$ cat src/rtl/gpio_ctrl.sv
// Wishbone-classic GPIO controller: DATA/DIR registers, synchronized pad readback,
// and optional edge-triggered interrupts (enabled by defining GPIO_IRQ_EN).
module gpio_ctrl #(
  parameter int NUM_PINS = 8
) (
  input  logic                clk_i,
  input  logic                rst_i,
  input  logic                wb_cyc_i,
  input  logic                wb_stb_i,
  input  logic                wb_we_i,
  input  logic [2:0]          wb_adr_i,
  input  logic [3:0]          wb_sel_i,
  input  logic [31:0]         wb_dat_i,
  output logic [31:0]         wb_dat_o,
  output logic                wb_ack_o,
  output logic [NUM_PINS-1:0] gpio_dat_o,
  output logic [NUM_PINS-1:0] gpio_dir_o,
  input  logic [NUM_PINS-1:0] gpio_in_i,
  output logic                irq_o
);

  localparam logic [2:0] ADR_DATA = 3'd0;
  localparam logic [2:0] ADR_DIR  = 3'd1;
  localparam logic [2:0] ADR_IN   = 3'd2;

  logic                r_ack;
  logic [31:0]         r_rdat;
  logic [NUM_PINS-1:0] r_data;
  logic [NUM_PINS-1:0] r_dir;
  logic [NUM_PINS-1:0] r_sync1;
  logic [NUM_PINS-1:0] r_sync2;

  logic                w_req;
  logic                w_wr;
  logic [31:0]         w_bit_en;
  logic [NUM_PINS-1:0] w_wr_en;
  logic [NUM_PINS-1:0] w_wr_val;
  logic [NUM_PINS-1:0] w_rd_pins;
  logic [31:0]         w_rd_word;
  logic                w_unused_bits;

  // A new request is refused while the previous ack is still high, so
  // held strobes are acked every other cycle.
  assign w_req = wb_cyc_i & wb_stb_i & ~r_ack;
  assign w_wr  = w_req & wb_we_i;

  for (genvar gi = 0; gi < 4; gi++) begin : g_lane
    assign w_bit_en[8*gi +: 8] = {8{wb_sel_i[gi]}};
  end

  assign w_wr_en       = w_bit_en[NUM_PINS-1:0];
  assign w_wr_val      = wb_dat_i[NUM_PINS-1:0];
  assign w_unused_bits = ^{wb_dat_i, w_bit_en};

  function automatic logic [NUM_PINS-1:0] merge(input logic [NUM_PINS-1:0] old_val,
                                                input logic [NUM_PINS-1:0] en,
                                                input logic [NUM_PINS-1:0] val);
    return (old_val & ~en) | (val & en);
  endfunction

`ifdef GPIO_IRQ_EN
  localparam logic [2:0] ADR_IE   = 3'd4;
  localparam logic [2:0] ADR_IP   = 3'd5;
  localparam logic [2:0] ADR_EDGE = 3'd6;

  logic [NUM_PINS-1:0] r_ie;
  logic [NUM_PINS-1:0] r_ip;
  logic [NUM_PINS-1:0] r_edge;
  logic [NUM_PINS-1:0] r_prev;
  logic [NUM_PINS-1:0] w_ip_set;
  logic [NUM_PINS-1:0] w_ip_clr;

  assign w_ip_set = r_ie & ((r_edge & r_sync2 & ~r_prev) | (~r_edge & ~r_sync2 & r_prev));
  assign w_ip_clr = (w_wr && wb_adr_i == ADR_IP) ? (w_wr_en & w_wr_val) : '0;

  always_ff @(posedge clk_i) begin
    if (!rst_i) begin
      r_ie   <= '0;
      r_ip   <= '0;
      r_edge <= '0;
      r_prev <= '0;
    end else begin
      r_prev <= r_sync2;
      if (w_wr && wb_adr_i == ADR_IE)   r_ie   <= merge(r_ie, w_wr_en, w_wr_val);
      if (w_wr && wb_adr_i == ADR_EDGE) r_edge <= merge(r_edge, w_wr_en, w_wr_val);
      // A set on the same edge as a clear wins.
      r_ip <= (r_ip & ~w_ip_clr) | w_ip_set;
    end
  end

  assign irq_o = |(r_ip & r_ie);
`else
  assign irq_o = 1'b0;
`endif

  always_comb begin
    w_rd_pins = '0;
    case (wb_adr_i)
      ADR_DATA: w_rd_pins = r_data;
      ADR_DIR:  w_rd_pins = r_dir;
      ADR_IN:   w_rd_pins = r_sync2;
`ifdef GPIO_IRQ_EN
      ADR_IE:   w_rd_pins = r_ie;
      ADR_IP:   w_rd_pins = r_ip;
      ADR_EDGE: w_rd_pins = r_edge;
`endif
      default:  w_rd_pins = '0;
    endcase
    w_rd_word                 = '0;
    w_rd_word[NUM_PINS-1:0]   = w_rd_pins;
  end

  always_ff @(posedge clk_i) begin
    if (!rst_i) begin
      r_ack   <= 1'b0;
      r_rdat  <= '0;
      r_data  <= '0;
      r_dir   <= '0;
      r_sync1 <= '0;
      r_sync2 <= '0;
    end else begin
      r_ack   <= w_req;
      r_rdat  <= (w_req && !wb_we_i) ? w_rd_word : '0;
      r_sync1 <= gpio_in_i;
      r_sync2 <= r_sync1;
      if (w_wr && wb_adr_i == ADR_DATA) r_data <= merge(r_data, w_wr_en, w_wr_val);
      if (w_wr && wb_adr_i == ADR_DIR)  r_dir  <= merge(r_dir, w_wr_en, w_wr_val);
    end
  end

  assign wb_ack_o   = r_ack;
  assign wb_dat_o   = r_rdat;
  assign gpio_dat_o = r_data;
  assign gpio_dir_o = r_dir;

endmodule

$ cat config.mk
export PLATFORM = sky130hd
export DESIGN_NAME = gpio_ctrl
export DESIGN_NICKNAME = d
export VERILOG_FILES = /design/src/rtl/gpio_ctrl.sv
export SDC_FILE = /design/constraint.sdc
export NUM_CORES = 1
export LEC_CHECK = 0
export BUFFER_PORTS_ARGS = -buffer_cell sky130_fd_sc_hd__buf_2
export CORE_ASPECT_RATIO = 1.25
export CORE_MARGIN = 1
export CORE_UTILIZATION = 30
export CTS_BUF_LIST = sky130_fd_sc_hd__clkbuf_2
export DETAILED_ROUTE_END_ITERATION = 8
export PLACE_DENSITY = 0.58
export REMOVE_ABC_BUFFERS = 1
export SLEW_MARGIN = 30
export SYNTH_ARGS = -nofsm -noshare
export SYNTH_HDL_FRONTEND = slang
export SYNTH_SLANG_ARGS = --single-unit
$ cat constraint.sdc
create_clock -name clk_i -period 1.3 [get_ports clk_i]
set_input_delay 0.195 -clock clk_i [delete_from_list [all_inputs] [get_ports clk_i]]
set_output_delay 0.195 -clock clk_i [all_outputs]
set_load 0.01 [all_outputs]
# [Word level (Yosys, flattened, before mapping)]
# Index checks and enable logic that the tools add are counted.
[op_classes] eq_ne=2 muxes=1 n_bitwise=10 n_reduce_logical=6
[op_table] operator="8-bit bitwise AND" count=3
[op_table] operator="8-bit case mux with 3 select lines" count=1
[op_table] operator="8-bit bitwise OR" count=2
[op_table] operator="8-bit NOT" count=1
[op_table] operator="1-bit bitwise AND" count=3
[op_table] operator="3-bit by 1-bit == test with 1-bit output, second input constant" count=1
[op_table] operator="3-bit by 2-bit == test with 1-bit output, second input constant" count=1
[op_table] operator="1-bit logical AND" count=3
[op_table] operator="3-bit logical NOT" count=1
[op_table] operator="2-bit AND reduction" count=1
[op_table] operator="1-bit logical NOT" count=1
[op_table] operator="1-bit NOT" count=1
[totals] register_bits=65 inputBits=52 output_inout_bits=50 word_cells=26

# [Depth between registers and ports, before layout]
# Gate-level depths: netlist of the first run.
[depth] ltp_word=4 mapped_depth=5 ltp_nobuf=3

# [Worst setup path after synthesis of the first run]
# No wires, ideal clock.
[synth_path] path_kind="register to register" start="register r_ack, in the netlist wb_ack_o" end="register (tool-made name)" setup_time_ps=72 t_arrival_ps=1171 required_ps=1228 path_slack_ps=58 path_stages_with_launch=5 cell_sequence="dfxtp_1 -> and4bb_2 -> and4_4 -> buf_12 -> mux2i_1"
[synth_rtl] element="from (decl)" line="26" source="logic r_ack;"
[synth_rtl] element="from (signal assigned)" line="122" source="r_ack <= w_req;"

==> results.txt, run 1 <==
status: finished clean
initial antenna violation count: 0
crit path kind: reg -> reg
DR iter-0 viols: 34
fmax: 0.771 GHz
H-tree levels: 2
Sw Ratio: 24.9%
clk sink count: 41
Worst setup SP type: flip-flop
worst hold path type: in -> reg
largest net degree at the start of global routing: 26
period utilisation layout: 99.8%
Core Area: 5410 µm²
FF+latch area: 822 µm²
mapped cell area: 1670 µm²
Avg Cell Area, Syn: 10.3 µm²
Max Cap Violations: 0
Max Slew Vio Count: 0
Cell Pwr Density: 993 nW/µm²
final hold vios: 0
multi-input combinational cell area: 702 µm²
clk_skew: 22.3 ps
Internal: 0.00150 W
Arrival @ worst endpoint: 1600 ps
PortBufs: 49
Tmin final: 1300 ps
r2r startpoint: wb_ack_o$_SDFF_PN0_
Starting Density: 30.9%
share of cells above drive strength 1: 29.8%
TritonCTS buffer count: 5
combinational power share: 10.1%
TritonCTS clock tree: done
Via Count: 1,211
Root Buffer Master: clkbuf_2
R2R setup slack: 2 ps
Seq pwr share: 64.5%
largest cells by area after synthesis: dfxtp_1 49%, mux2i_1 14%, buf_4 12%
detailed-router iteration count before antenna repair: 6
Final #Nets: 277
clk_lat worst skew: 380 ps
vias per inst: 4.19
Synth async-reset ratio: 0%
Post-Layout Inst Area: 2020 µm²
first-pass GRT wire length: 5000 µm
area grow syn2layout: 20.5%
routed wire length: 3360 µm
Die H: 85.5 µm
post-route ant nets: 0
Worst Path Max Fanout: 8
vias in the first global route: 1,053
Warnings, synthesis: 0
die width: 68.8 µm
clock share of power: 25.4%
Hold Slack: 52.3 ps
critical path startpoint: wb_ack_o$_SDFF_PN0_
Reg2Reg Depth: 3
VDD IR-drop max: 0.000311 V
post-synthesis cell count: 163
placer congestion estimate: 0.640
remaining global-route overflow: 0
Detailed Place HPWL: 2380 µm
area post-placement: 1900 µm²
CTS clk-pin slew, worst paths: 200 ps
Synth Register Bits: 41
Remaining DRCs: 0
diode count: 0
row count: 30
EDFF count, synth: 0
gr usage total: 12.0%
RSZ-0062 raised after global routing: yes
drt wl/cell: 11.6 µm
Yosys cell types: 18
Power Total: 0.00200 W
sequential share of the synthesized area: 49.1%
CP required: 1610 ps
Die ar.: 5880 µm²
Fillers: 605
Leak: 1.00 nW
final setup violation count: 0
Post-synth top flop: dfxtp_1
I/O Pins: 102
Setup crit end kind: flip-flop
clock tree buffer depth: 2
top cell type's share of synthesized area: 49.1%
biggest area consumer among synthesized cells: dfxtp_1
Psw: 0.000498 W
## cells by family after synthesis
family,Yosys count,synth area share (%)
AOI/OAI and AO/OA,9,4.64
buffers and inverters,33,14.4
DFF,41,49.1
muxes,24,14.4
other,1,0.224
and+or+nand+nor,55,17.4
## power by group through the flow
stage	Combinational (W)	Sequential, W	Clock [W]
after detailed placement	0.000185	0.00132	0
after CTS	0.000202	0.00129	0.000539
after global placement	0.000184	0.00132	0
final	0.000202	0.00129	0.000508
after floorplan	0.0000880	0.00132	0
after global routing	0.000224	0.00130	0.000603
## layer usage
layer | vias to the layer above | wire length (µm) | global-route usage (%)
li1 | 606 | - | -
met1 | 553 | 1490 | 14.1
met2 | 47 | 1580 | 19.7
met3 | 5 | 236 | 3.99
met4 | 0 | 57 | 5.01
met5 | - | 0 | 0
## per-stage QoR
stage	cells	setup WS, ps	setup TNS, ps	util [%]
global route	289	-64.9	-397	37.3
global placement	274	39.5	0	35.2
floorplan	154	82.6	0	-
detailed placement	274	25.0	0	35.2
finish	289	2.37	0	37.3
CTS	288	-7.43	-8.74	37.1
## critical path: stages (launching register included)
cell      delay (ps)
dfxtp_2          360
and4bb_2         330
and4_4           350
mux2i_1          190
## cell usage after synthesis (4+ instances only)
master,instances
clkbuf_1,4
and2_1,16
mux2i_1,24
buf_4,26
a2bb2oi_1,8
nand2_1,25
nor2_1,9
dfxtp_1,41
## area by class of cell
type / instances / share of cell area, %
Multi-Input combinational cell: 113 / 34.8
Clock buffer: 6 / 1.49
Tap cell: 64 / 3.97
Sequential cell: 41 / 40.8
Timing Repair Buffer: 64 / 18.7
Clock inverter: 1 / 0.186
## how the worst min path moves through the flow
stage	start	endpoint	slack, ps	depth (start not counted)
after floorplan	rst_i	r_sync1[0]$_SDFF_PN0_	320	1
after global placement	gpio_in_i[7]	r_sync1[7]$_SDFF_PN0_	400	2
after detailed placement	gpio_in_i[7]	r_sync1[7]$_SDFF_PN0_	410	2
after CTS	gpio_in_i[0]	r_sync1[0]$_SDFF_PN0_	3	2
after global routing	wb_dat_i[5]	flip-flop	20	3
final	wb_dat_i[5]	flip-flop	50	3
## layout by cell type, fill, tap and decap left out, drive strengths merged, types with 6 or more instances in the layout
cell type    instances
nor2                 9
dlygate4sd3          8
and2                16
clkbuf               6
conb                25
buf                 56
mux2i               24
dfxtp               41
nand2               25
a2bb2oi              8
## what timing repair did
action / 4_1_cts / 5_1_grt
hold buffers: 7 / 1
buffers inserted: 0 / 0
hold endpoints to repair: 7 / 1
setup endpoints to repair: 8 / 12
pin swaps: 2 / 0
resized for setup: 0 / 1
Power figures use the tool's default switching activity.
==> run 2, diff against run 1 <==
- ABC_AREA: not set -> 1
- PLACE_DENSITY: 0.58 -> 0.57
==> results.txt, run 2 <==
Setup crit end kind: primary output (was flip-flop)
setup TNS: 0 ps (unchanged)
Leak: 1.28 nW (was 1.00 nW)
I/O Pins: 102 (unchanged)
vias per inst: 3.81 (was 4.19)
Post-synth top flop: dfxtp_1 (unchanged)
period utilisation layout: 88.6% (was 99.8%)
worst hold endpoint: r_sync1[3]$_SDFF_PN0_
gr usage total: 12.4% (was 12.0%)
# placed instances: 377 (was 274)
Worst Path Max Fanout: 3 (was 8)
Warnings, synthesis: 0 (unchanged)
Psw: 0.000569 W (was 0.000498 W)
r2r startpoint: wb_ack_o$_SDFF_PN0_ (unchanged)
Die H: 89.3 µm (was 85.5 µm)
Finished Layout Cells: 394 (was 289)
share of cells above drive strength 1: 25.0% (was 29.8%)
sequential share of the synthesized area: 44.8% (was 49.1%)
crit-path cells: buf_2 (was and4bb_2 -> and4_4 -> mux2i_1)
fmax: 0.868 GHz (was 0.771 GHz)
TritonCTS clock tree: done (unchanged)
Worst Hold Path Cells: 3 (unchanged)
detailed-router iteration count before antenna repair: 4 (was 6)
Reg2Reg Depth: 7 (was 3)
first-pass GRT wire length: 5890 µm (was 5000 µm)
clk_lat worst skew: 390 ps (was 380 ps)
mapped cell area: 1830 µm² (was 1670 µm²)
Power Total: 0.00227 W (was 0.00200 W)
Tmin final: 1150 ps (was 1300 ps)
drt wl/cell: 9.86 µm (was 11.6 µm)
most common cell after layout, fill and taps aside: nand2_1 (was buf_2)
Synth Register Bits: 41 (unchanged)
final setup violation count: 0 (unchanged)
CP required: 1110 ps (was 1610 ps)
die width: 71.9 µm (was 68.8 µm)
Sw Ratio: 25.1% (was 24.9%)
Die ar.: 6420 µm² (was 5880 µm²)
placer congestion estimate: 0.691 (was 0.640)
final hold vios: 0 (unchanged)
status: finished clean (unchanged)
Worst Hold Launch: rst_i (was wb_dat_i[5])
top cell type's share of synthesized area: 44.8% (was 49.1%)
clk sink count: 41 (unchanged)
PortBufs: 49 (unchanged)
Fillers: 640 (was 605)
Worst setup SP type: flip-flop (unchanged)
clk_skew: 14.7 ps (was 22.3 ps)
TritonCTS buffer count: 5 (unchanged)
Internal: 0.00170 W (was 0.00150 W)
vias in the first global route: 1,221 (was 1,053)
Avg Cell Area, Syn: 7.32 µm² (was 10.3 µm²)
R2R setup slack: 190 ps (was 2 ps)
Yosys cell types: 18 (unchanged)
largest net degree at the start of global routing: 28 (was 26)
most frequent cell after synthesis: nand2_1 (was dfxtp_1)
crit path kind: reg -> out (was reg -> reg)
post-synthesis cell count: 250 (was 163)
routed wire length: 3880 µm (was 3360 µm)
Starting Density: 31.3% (was 30.9%)
diode count: 0 (unchanged)
post-route ant nets: 0 (unchanged)
Largest delay share family, worst path: flip-flops (was simple AND/OR/NAND/NOR gates)
row count: 31 (was 30)
Final #Nets: 363 (was 277)
Detailed Place HPWL: 2690 µm (was 2380 µm)
RSZ-0062 raised after global routing: no (was yes)
biggest area consumer among synthesized cells: dfxtp_1 (unchanged)
Max Cap Violations: 0 (unchanged)
most frequent cells in the layout: 66 x nand2_1, 49 x buf_2, 41 x dfxtp_1 (was 49 x buf_2, 40 x dfxtp_1, 25 x nand2_1, 25 x conb_1, 24 x mux2i_1)
slowest CP cell: dfxtp_1 (was dfxtp_2)
H-tree levels: 2 (unchanged)
Root Buffer Master: clkbuf_2 (unchanged)
remaining global-route overflow: 0 (unchanged)
VDD IR-drop max: 0.000291 V (was 0.000311 V)
Synth top cells by count: 66 x nand2_1, 41 x dfxtp_1, 34 x inv_1 (was 41 x dfxtp_1, 26 x buf_4, 25 x nand2_1)
Via Count: 1,502 (was 1,211)
EDFF count, synth: 0 (unchanged)
worst hold path type: in -> reg (unchanged)
Arrival @ worst endpoint: 960 ps (was 1600 ps)
CTS clk-pin slew, worst paths: 210 ps (was 200 ps)
clock share of power: 32.7% (was 25.4%)
area grow syn2layout: 21.8% (was 20.5%)
largest cells by area after synthesis: dfxtp_1 45%, nand2_1 14%, buf_4 10% (was dfxtp_1 49%, mux2i_1 14%, buf_4 12%)
Remaining DRCs: 0 (unchanged)
CP max stage delay: 420 ps (was 360 ps)
combinational power share: 10.2% (was 10.1%)
Core Area: 5860 µm² (was 5410 µm²)
Cell Pwr Density: 1020 nW/µm² (was 993 nW/µm²)
DR iter-0 viols: 65 (was 34)
Critical path buffers and inverters: 1 (was 0)
Synth async-reset ratio: 0% (unchanged)
Seq pwr share: 57.1% (was 64.5%)
initial antenna violation count: 0 (unchanged)
clock tree buffer depth: 2 (unchanged)
Max Slew Vio Count: 0 (unchanged)
==> run 2: layout make-up <==
type                       count  area, µm²  area share (%)
timing repair buffer          60        360            16.2
tap                           82        103            4.60
clock buffer                   6       30.0            1.35
sequential                    41        821            36.8
inverter                      41        154            6.90
multi-input combinational    162        728            32.7
clock inverter                 2       33.8            1.52
==> run 2: how the worst max path moves through the flow <==
stage / startpoint / endpoint / slack (ps) / depth (start not counted)
after detailed placement: wb_ack_o$_SDFF_PN0_ / flip-flop / 130 / 6
after floorplan: wb_ack_o$_SDFF_PN0_ / flip-flop / 240 / 6
after global routing: flip-flop / gpio_dir_o[6] / 60 / 1
after global placement: wb_ack_o$_SDFF_PN0_ / flip-flop / 140 / 6
after CTS: wb_ack_o$_SDFF_PN0_ / flip-flop / 110 / 6
final: flip-flop / gpio_dir_o[6] / 150 / 1
==> run 2: per-stage QoR <==
stage          hold slack (ps)  instance area, µm²  setup slack, ps  util, %
6_report                  66.7                2230              149     38.1
5_1_grt                   35.3                2230             55.1     38.1
4_1_cts                   37.0                2210              108     37.7
3_5_place_dp               381                2070              133     35.3
3_3_place_gp               376                2070              138     35.3
2_1_floorplan              288                1700              244        -
==> run 2: worst register-to-register path: stages (launching register included) <==
cell	delay, ps
dfxtp_1	350
inv_2	60
nand3_2	120
nor2_4	160
buf_12	150
nand3_1	80
nand2_1	70
nor2_1	40
==> run 2: what timing repair did <==
| item | CTS | global route |
|---|---|---|
| hold buffers | 8 | 0 |
| setup buffers | 0 | 1 |
| setup endpoints to repair | 0 | 2 |
| resized for setup | 0 | 0 |
| endpoints found under the hold margin | 8 | 0 |
==> run 2: cell families after synthesis <==
kind of cell           synth area share [%]
buffers and inverters                  20.3
other                                 0.205
and+or+nand+nor                        34.7
DFF                                    44.8
==> run 2: power groups by stage <==
stage / registers (W) / clock network (W) / logic (W)
after global placement: 0.00132 / 0 / 0.000207
after floorplan: 0.00132 / 0 / 0.000117
after global routing: 0.00130 / 0.000807 / 0.000260
final: 0.00130 / 0.000741 / 0.000232
after detailed placement: 0.00132 / 0 / 0.000208
after CTS: 0.00130 / 0.000764 / 0.000227
==> run 2: metal layers <==
layer,wire length [µm],track usage [%],up-vias
met5,0,0,-
met4,68,5.35,0
met3,321,4.40,5
met2,1890,20.9,56
met1,1610,14.2,627
li1,-,-,814
==> run 3, diff against run 2 <==
- CORE_UTILIZATION: 30 -> 41
- CTS_BUF_LIST: sky130_fd_sc_hd__clkbuf_2 -> sky130_fd_sc_hd__clkbuf_2 sky130_fd_sc_hd__clkbuf_4 sky130_fd_sc_hd__clkbuf_8
- PLACE_DENSITY: 0.57 -> 0.75
==> results.txt, run 3 (synthesis gave the netlist of run 2 again) <==
Die ar.: 4740 µm² (was 6420 µm²)
placer congestion estimate: 0.771 (was 0.691)
Detailed Place HPWL: 2650 µm (was 2690 µm)
initial antenna violation count: 0 (unchanged)
Remaining DRCs: 0 (unchanged)
final setup violation count: 0 (unchanged)
most frequent cells in the layout: 66 x nand2_1, 49 x buf_2, 41 x dfxtp_1 (unchanged)
H-tree levels: 2 (unchanged)
worst hold path type: in -> reg (unchanged)
Tmin final: 1100 ps (was 1150 ps)
routed wire length: 3510 µm (was 3880 µm)
remaining global-route overflow: 0 (unchanged)
crit-path cells: inv_2 -> nand3_2 -> nor2_4 -> buf_12 -> nand3_1 -> nand2_1 -> nor2_1 (was buf_2)
Starting Density: 43.6% (was 31.3%)
gr usage total: 16.0% (was 12.4%)
RSZ-0062 raised after global routing: no (unchanged)
vias in the first global route: 1,267 (was 1,221)
Core Area: 4200 µm² (was 5860 µm²)
status: finished clean (unchanged)
area grow syn2layout: 19.1% (was 21.8%)
Worst setup SP type: flip-flop (unchanged)
Max Cap Violations: 0 (unchanged)
Max Slew Vio Count: 0 (unchanged)
final hold vios: 0 (unchanged)
clk_lat worst skew: 290 ps (was 390 ps)
Leak: 1.27 nW (was 1.28 nW)
crit path kind: reg -> reg (was reg -> out)
slowest CP cell: dfxtp_1 (unchanged)
detailed-router iteration count before antenna repair: 4 (unchanged)
Worst Hold Path Cells: 3 (unchanged)
area post-placement: 2040 µm² (was 2070 µm²)
Setup crit end kind: flip-flop (was primary output)
Root Buffer Master: clkbuf_8 (was clkbuf_2)
CP max stage delay: 320 ps (was 420 ps)
period utilisation layout: 84.2% (was 88.6%)
Die H: 76.7 µm (was 89.3 µm)
Final #Nets: 356 (was 363)
die width: 61.8 µm (was 71.9 µm)
clk_skew: 6.24 ps (was 14.7 ps)
I/O Pins: 102 (unchanged)
vias per inst: 4.11 (was 3.81)
diode count: 0 (unchanged)
clock tree buffer depth: 2 (unchanged)
setup TNS: 0 ps (unchanged)
drt wl/cell: 9.73 µm (was 9.86 µm)
CP required: 1490 ps (was 1110 ps)
first-pass GRT wire length: 5480 µm (was 5890 µm)
DR iter-0 viols: 61 (was 65)
Worst path depth: 7 (was 1)
share of cells above drive strength 1: 26.2% (was 25.0%)
CTS clk-pin slew, worst paths: 80 ps (was 210 ps)
TritonCTS buffer count: 5 (unchanged)
Worst Path Max Fanout: 16 (was 3)
largest net degree at the start of global routing: 23 (was 28)
fmax: 0.913 GHz (was 0.868 GHz)
most common cell after layout, fill and taps aside: nand2_1 (unchanged)
Arrival @ worst endpoint: 1280 ps (was 960 ps)
Cell Pwr Density: 1170 nW/µm² (was 1020 nW/µm²)
TritonCTS clock tree: done (unchanged)
Reg2Reg Depth: 7 (unchanged)
Post-Layout Inst Area: 2180 µm² (was 2230 µm²)
Via Count: 1,482 (was 1,502)
post-route ant nets: 0 (unchanged)
post-layout util: 52.0% (was 38.1%)
clk sink count: 41 (unchanged)
Power Total: 0.00256 W (was 0.00227 W)
PortBufs: 49 (unchanged)
row count: 26 (was 31)
Hold-fix buffers, CTS: 0 (was 8)
Largest delay share family, worst path: simple AND/OR/NAND/NOR gates (was flip-flops)
VDD IR-drop max: 0.000483 V (was 0.000291 V)
Critical path buffers and inverters: 2 (was 1)
[run 3: worst register-to-register path, delay by kind of cell, from the launching register on]
family | cells | cell delay [ps]
and+or+nand+nor | 5 | 480
DFF | 1 | 320
buffers and inverters | 2 | 210
[run 3: per-layer routing]
layer  track usage (%)  up-vias  routed length [µm]
met5                 0        -                   0
met4              7.33        0                  65
met3              5.40        5                 210
met2              27.3       47                1810
met1              17.1      630                1430
li1                  -      800                   -
[run 3: cell type report]
class                           instances  area, µm²
Multi-Input combinational cell        162        728
Clock inverter                          2       37.5
Sequential cell                        41        821
Inverter                               41        154
Clock buffer                            6       82.6
Tap cell                               56       70.1
Timing Repair Buffer                   53        288
Fill cell                             415       2020
[run 3: path summary, 6_finish.rpt]
check                                            from  slack (ps)                     to
worst max-delay path              wb_ack_o$_SDFF_PN0_         200              flip-flop
worst min-delay path                     gpio_in_i[1]          80  r_sync1[1]$_SDFF_PN0_
worst max register to register    wb_ack_o$_SDFF_PN0_         200              flip-flop
worst min register to register  r_sync1[1]$_SDFF_PN0_         420  r_sync2[1]$_SDFF_PN0_
[run 3: through the flow]
stage | hold WS [ps] | setup slack [ps] | cells
2_1_floorplan | 288 | 244 | 244
3_3_place_gp | 378 | 169 | 352
3_5_place_dp | 378 | 147 | 352
4_1_cts | 65.5 | 146 | 360
5_1_grt | 69.3 | 109 | 361
6_report | 78.7 | 205 | 361
[run 3: what timing repair did]
item                                    CTS  global route
gates resized for setup                   0             0
endpoints found under the hold margin     0             0
endpoints found under the setup margin    0             1
buffers inserted                          0             1
[run 3: power breakdown]
group	switching [W]	internal, W
sequential	0.00000899	0.00128
combinational	0.000143	0.0000705
clock	0.000430	0.000624
total	0.000582	0.00198
